$ cat src/rtl/pvt_mon_pkg.sv
// Shared types and constants for the PVT ring-oscillator frequency counter.
package pvt_mon_pkg;

  localparam int unsigned ARM_CYCLES = 2;
  localparam int unsigned GATE_W_DEF = 16;
  localparam int unsigned CNT_W_DEF  = 16;

  typedef enum logic [1:0] {
    ST_IDLE,
    ST_ARM,
    ST_GATE,
    ST_DONE
  } fcnt_state_t;

endpackage

$ cat src/rtl/pvt_freq_counter_if.sv
// Request/result handshake between a consumer (master) and pvt_freq_counter (slave).
interface pvt_freq_counter_if
  import pvt_mon_pkg::*;
#(
  parameter int unsigned GATE_W = GATE_W_DEF,
  parameter int unsigned CNT_W  = CNT_W_DEF
);

  logic              start;
  logic [GATE_W-1:0] gate_len;
  logic              ack;
  logic              busy;
  logic              done;
  logic [CNT_W-1:0]  count;
  logic              overflow;

  modport master (output start, gate_len, ack, input busy, done, count, overflow);
  modport slave  (input start, gate_len, ack, output busy, done, count, overflow);

endinterface

$ cat src/rtl/pvt_sync_edge.sv
// Two-flop synchronizer plus registered rising-edge detector (one-clk pulse).
module pvt_sync_edge (
  input  logic clk,
  input  logic rst_n,
  input  logic async_i,
  output logic pulse_o
);

  logic sync1_q, sync2_q, prev_q, pulse_q;
  logic [2:0] fill_q;

  // fill_q marks when prev_q holds a real sample, so a high level at reset release is not an edge
  always_ff @(posedge clk or negedge rst_n) begin
    if (!rst_n) begin
      sync1_q <= 1'b0;
      sync2_q <= 1'b0;
      prev_q  <= 1'b0;
      pulse_q <= 1'b0;
      fill_q  <= '0;
    end else begin
      sync1_q <= async_i;
      sync2_q <= sync1_q;
      prev_q  <= sync2_q;
      fill_q  <= {fill_q[1:0], 1'b1};
      pulse_q <= sync2_q & ~prev_q & fill_q[2];
    end
  end

  assign pulse_o = pulse_q;

endmodule

$ cat src/rtl/pvt_freq_counter.sv
// Gated ring-oscillator edge counter: IDLE -> ARM -> GATE -> DONE.
// Define PVT_FCNT_SATURATE_EN for a saturating edge counter; default wraps.
module pvt_freq_counter
  import pvt_mon_pkg::*;
#(
  parameter int unsigned GATE_W = GATE_W_DEF,
  parameter int unsigned CNT_W  = CNT_W_DEF
) (
  input  logic               clk,
  input  logic               rst_n,
  input  logic               osc_in,
  pvt_freq_counter_if.slave  bus
);

  localparam logic [1:0] ARM_LAST = 2'(ARM_CYCLES - 1);

  fcnt_state_t       state_q, state_d;
  logic [GATE_W-1:0] gate_q, gate_d;
  logic [1:0]        arm_q, arm_d;
  logic [CNT_W-1:0]  edge_q, edge_d;
  logic              eovf_q, eovf_d;
  logic [CNT_W-1:0]  count_q;
  logic              ovf_q;
  logic              pulse;
  logic              accept, gate_last;

  pvt_sync_edge u_sync (
    .clk     (clk),
    .rst_n   (rst_n),
    .async_i (osc_in),
    .pulse_o (pulse)
  );

  assign accept    = (state_q == ST_IDLE) && bus.start && (bus.gate_len != '0);
  assign gate_last = (gate_q == GATE_W'(1));

  always_ff @(posedge clk or negedge rst_n) begin
    if (!rst_n) begin
      state_q <= ST_IDLE;
      gate_q  <= '0;
      arm_q   <= '0;
      edge_q  <= '0;
      eovf_q  <= 1'b0;
      count_q <= '0;
      ovf_q   <= 1'b0;
    end else begin
      state_q <= state_d;
      gate_q  <= gate_d;
      arm_q   <= arm_d;
      edge_q  <= edge_d;
      eovf_q  <= eovf_d;
      // Result takes edge_d so a pulse in the final GATE cycle is included
      if (state_q == ST_GATE && gate_last) begin
        count_q <= edge_d;
        ovf_q   <= eovf_d;
      end
    end
  end

  always_comb begin
    state_d = state_q;
    unique case (state_q)
      ST_IDLE: if (accept)            state_d = ST_ARM;
      ST_ARM:  if (arm_q == ARM_LAST) state_d = ST_GATE;
      ST_GATE: if (gate_last)         state_d = ST_DONE;
      ST_DONE: if (bus.ack)           state_d = ST_IDLE;
      default:                        state_d = ST_IDLE;
    endcase
  end

  always_comb begin
    gate_d = gate_q;
    arm_d  = arm_q;
    edge_d = edge_q;
    eovf_d = eovf_q;
    if (accept) begin
      gate_d = bus.gate_len;
      arm_d  = '0;
      edge_d = '0;
      eovf_d = 1'b0;
    end else if (state_q == ST_ARM) begin
      arm_d = arm_q + 2'd1;
    end else if (state_q == ST_GATE) begin
      gate_d = gate_q - GATE_W'(1);
      if (pulse) begin
`ifdef PVT_FCNT_SATURATE_EN
        if (edge_q == '1) eovf_d = 1'b1;
        else              edge_d = edge_q + CNT_W'(1);
`else
        edge_d = edge_q + CNT_W'(1);
        if (edge_q == '1) eovf_d = 1'b1;
`endif
      end
    end
  end

  always_comb begin
    bus.busy     = (state_q == ST_ARM) || (state_q == ST_GATE);
    bus.done     = (state_q == ST_DONE);
    bus.count    = count_q;
    bus.overflow = ovf_q;
  end

endmodule

$ cat src/flat_wrapper.sv
// flat-port wrapper written by rule: the top's interface ports become plain ports
module pvt_freq_counter_flat import pvt_mon_pkg::*;
#(
  parameter int unsigned GATE_W = GATE_W_DEF,
  parameter int unsigned CNT_W  = CNT_W_DEF
)
  (clk, rst_n, osc_in, bus_start, bus_gate_len, bus_ack, bus_busy, bus_done, bus_count, bus_overflow);
  pvt_freq_counter_if #(.GATE_W(GATE_W), .CNT_W(CNT_W)) bus_i ();
  input  logic clk;
  input  logic rst_n;
  input  logic osc_in;
  input wire logic [$bits(bus_i.start)-1:0] bus_start;
  input wire logic [$bits(bus_i.gate_len)-1:0] bus_gate_len;
  input wire logic [$bits(bus_i.ack)-1:0] bus_ack;
  output wire logic [$bits(bus_i.busy)-1:0] bus_busy;
  output wire logic [$bits(bus_i.done)-1:0] bus_done;
  output wire logic [$bits(bus_i.count)-1:0] bus_count;
  output wire logic [$bits(bus_i.overflow)-1:0] bus_overflow;
  assign bus_i.start = bus_start;
  assign bus_i.gate_len = bus_gate_len;
  assign bus_i.ack = bus_ack;
  assign bus_busy = bus_i.busy;
  assign bus_done = bus_i.done;
  assign bus_count = bus_i.count;
  assign bus_overflow = bus_i.overflow;
  pvt_freq_counter #(.GATE_W(GATE_W), .CNT_W(CNT_W)) u_core (.clk(clk), .rst_n(rst_n), .osc_in(osc_in), .bus(bus_i));
endmodule
$ cat config.mk
export PLATFORM = sky130hd
export DESIGN_NAME = pvt_freq_counter_flat
export DESIGN_NICKNAME = d
export VERILOG_FILES = /design/src/rtl/pvt_mon_pkg.sv /design/src/rtl/pvt_freq_counter_if.sv /design/src/rtl/pvt_sync_edge.sv /design/src/rtl/pvt_freq_counter.sv /design/src/flat_wrapper.sv
export SDC_FILE = /design/constraint.sdc
export NUM_CORES = 1
export LEC_CHECK = 0
export ABC_AREA = 1
export BUFFER_PORTS_ARGS = -buffer_cell sky130_fd_sc_hd__buf_2
export CAP_MARGIN = 25
export CORE_MARGIN = 1
export CORE_UTILIZATION = 40
export DETAILED_ROUTE_END_ITERATION = 12
export PLACE_DENSITY = 0.65
export RECOVER_POWER = 25
export SLEW_MARGIN = 5
export SYNTH_ARGS = -nofsm -noshare
export SYNTH_HDL_FRONTEND = slang
export SYNTH_SLANG_ARGS = --single-unit
$ cat constraint.sdc
create_clock -name clk -period 3.2 [get_ports clk]
set_input_delay 0.64 -clock clk [delete_from_list [all_inputs] [get_ports clk]]
set_output_delay 0.64 -clock clk [all_outputs]
set_load 0.05 [all_outputs]
==> impl_results.md <==
- Routed wire length: ~7800 microns
- Crit path cell chain: inv_1 > ha_1 > nand2_1 > inv_1 > nand2_1 > inv_1 > nand2_1 > nand2_1 > nand2_1 > nand2_1
- Detailed-placement wirelength estimate: 5710 microns
- Worst-Margin Slew: 1.51 ns
- Synthesized flop and latch total: 61
- Syn Area/Cell: 7.24 sq um
- Setup TNS: 0 ns
- Internal Power: around 1.8 mW
- Warnings from Yosys: 0
- Clock Skew: roughly 0.0085 ns
- GRT overflow: 0
- H-Tree Depth: 3
- Inserted Clock Buffers: 9
- Root Buffer: clkbuf_8
- Total die area: 0.00923 sq mm
- Type of the worst setup path: reg -> reg
- Die Ht: 96.1 microns
- Hold Vio Cnt, Final: 0
- Initial DRT Pass Iterations: 4
- Slew margin rel.: -0.759%
- Die Width: approximately 96 microns
- Area of the core: 0.00838 sq mm
- Finished Layout Cells: 642
- Cell count after synthesis: 489
- Peak supply drop: 463 uV
- CTS tree: done
- CP Max Fanout: 20
- FMAX: 462 MHz
- Sw Share: between 40% and 50%
- Vias: 3099
- Num rows: 33
- Worst Path Arrival: 2.45 ns
- Clock share of power: 19.7%
- Syn_nets: 520
- Endpoint type of the worst setup path: register
- Post_cts resized: 0
- Mapped Area: 0.00354 sq mm
- Status: complete, but fails checks
- Hold-fix buffers at CTS: 0
- Starting Density: a little over two fifths
- Startpoint Class: register
- Hold crit path type: reg -> reg
- Sequential share of the synthesized area: 43.1%
- Largest net degree at the start of global routing: 62
- Layout cells sized above 1: 16.8%
- Sequential share of power: 33.2%
- Min Tclk post-route: between 2 and 2.5 ns
- Lkg Pwr: around 2.2 nW
- Power Dens Cells: 863 mW/mm^2
- Initial antenna violation count: 0
- Clk sinks: 61
- First-pass GRT wire length: 13600 microns
- Routed length per placed instance: 12.2 microns
- Final net count: ~560
- Clk pin slew, worst setup/hold paths: 0.07 ns
- Antenna Nets Post-Route: 0
- Vias in the first global route: 3084
- Area Growth Syn to Fin: 12.7%
- Worst-Skew Late Latency: 0.34 ns
- First DRT Iteration DRCs: 98
- Placed cells: roughly 630
- Distinct cells, synth: 32
- CP max stage cell: inv_1
- RePlAce Congestion: 0.881
- Fillers: 887
- Worst Path Required: approximately 3.5 ns
- Combinational power share: 47.1%
- Max Slew Vio Count: 62
- Vias/cell: 4.83
- Most common cell on crit path: nand2_1
- Drt drc: 0
- I/O pins: 40
- Total of max-cap violations: 1
- Antenna diodes: 0
- CP max stage delay: around 0.61 ns
- Worst-case clock buffer depth: 2
- RSZ-0062 raised after global routing: no
- Violated checks: capacitance limit, slew limit
- Post-CTS Setup Bufs: 0
- Tot GR Track Use: about a fifth
- I/O Buffers: 39
- Final Cycle Share: around 68%
- Final setup viols: 0
- Psw: 1.64 mW
## cell usage after synthesis
cell type	instances	area [sq um]
xor2_2	1	16.3
or2_2	2	12.5
xnor2_1	3	26.3
nand3_2	2	20.0
inv_2	4	15.0
conb_1	1	3.75
nor2_1	49	184
nand3b_1	3	22.5
o21bai_1	1	7.51
nand2_2	5	31.3
o21ai_2	4	35.0
o21a_1	1	7.51
ha_1	10	125
dfrtp_1	61	1530
nand3_1	27	135
buf_6	5	56.3
nor3_1	2	10.0
a31o_2	1	8.76
nor2_2	9	56.3
a21oi_1	1	5.00
clkbuf_1	1	3.75
nand4_1	11	68.8
o21ai_0	4	20.0
o22ai_1	1	6.26
buf_2	1	5.00
and3_1	3	18.8
nand2_1	204	766
buf_4	4	30.0
xor2_1	5	43.8
nor2_4	4	45.0
inv_1	55	206
o21ai_1	4	20.0
## registers in the layout (all words and copies together), names as in the netlist
name,flops
u_core.bus.count,16
u_core.edge_q,16
u_core.gate_q,16
u_core.u_sync.fill_q,3
u_core.arm_q,2
u_core.state_q,2
u_core.bus.overflow,1
u_core.eovf_q,1
u_core.u_sync.prev_q,1
u_core.u_sync.pulse_o,1
u_core.u_sync.sync1_q,1
u_core.u_sync.sync2_q,1
## path summary, 6_finish.rpt
kind,start,to,slack (ns),depth (start not counted)
setup / recovery,u_core.state_q[0]$_DFFE_PN0P_,u_core.gate_q[5]$_DFFE_PN0P_,1.04,10
hold / removal,u_core.u_sync.fill_q[1]$_DFF_PN0_,u_core.u_sync.fill_q[2]$_DFF_PN0_,0.35,0
setup reg to reg,u_core.state_q[0]$_DFFE_PN0P_,u_core.gate_q[5]$_DFFE_PN0P_,1.04,10
hold reg to reg,u_core.u_sync.fill_q[1]$_DFF_PN0_,u_core.u_sync.fill_q[2]$_DFF_PN0_,0.35,0
max in group asynchronous,rst_n,u_core.edge_q[5]$_DFF_PN0_,1.55,2
min in group asynchronous,rst_n,u_core.bus.count[1]$_DFFE_PN0P_,0.75,2
## metal layers
| metal | part of all wire, % | GRT usage, % | vias to the layer above |
|---|---|---|---|
| li1 | - | - | 1586 |
| met4 | 1.3 | 5.60 | 0 |
| met1 | 46 | 23.3 | 1446 |
| met3 | 4.1 | 5.13 | 10 |
| met5 | 0 | 0 | - |
| met2 | 48 | 32.9 | 57 |
## through the flow
step | setup slack, ns | hold WS, ns | area [sq um] | power [mW] | utilization, %
final | 1.04 | 0.348 | 3990 | 3.44 | 47.6
after global routing | 0.747 | 0.358 | 3990 | 3.73 | 47.6
after CTS | 1.00 | 0.348 | 3990 | 3.47 | 47.6
after detailed placement | 0.807 | 0.337 | 3800 | 2.78 | 45.3
after global placement | 0.810 | 0.333 | 3800 | 2.75 | 45.3
after floorplan | 1.53 | 0.331 | 3540 | 2.44 | -
## cells by family after synthesis
family                   after synthesis  share of synthesized area, %
AO/OA/AOI/OAI                         17                          3.11
XOR/XNOR                               9                          2.44
adder cells (fa/ha/maj)               10                          3.54
buffers and inverters                 70                          8.95
flip-flops                            61                          43.1
other                                  1                         0.106
AND/OR/NAND/NOR                      321                          38.7
## critical path: cells and delay by family (launching register included)
kind	cells	cell delay (ns)
adder cells (fa/ha/maj)	1	0.19
flip-flops	1	0.43
buffers and inverters	3	0.84
AND/OR/NAND/NOR	6	0.64
## placed cells by master, fill, tap and decap left out, types with 5 or more instances in the layout
cell type / count
nor2_1: 49
nand2_1: 204
nand2_2: 5
nand4_1: 11
inv_1: 55
nand3_1: 27
xor2_1: 5
dfrtp_1: 61
ha_1: 10
nor2_2: 9
buf_2: 39
clkbuf_8: 9
## area by class of cell
type                    count  area, sq um  share of cell area [%]
clock buffers              10          128                    3.20
clock inverters             6         63.8                    1.60
inverters                  59          221                    5.55
multi-input cells         358         1700                    42.5
flip-flops and latches     61         1530                    38.3
well taps                 105          131                    3.29
repair buffers             43          223                    5.58
## power groups by stage
| stage | sequential, mW | combinational [mW] | clock [mW] |
|---|---|---|---|
| 5_1_grt | 1.18 | 1.83 | 0.731 |
| 2_1_floorplan | 1.37 | 1.07 | 0 |
| 3_3_place_gp | 1.15 | 1.60 | 0 |
| 6_report | 1.14 | 1.62 | 0.678 |
| 3_5_place_dp | 1.16 | 1.63 | 0 |
| 4_1_cts | 1.14 | 1.63 | 0.695 |
(Power assumes the default switching activity.)
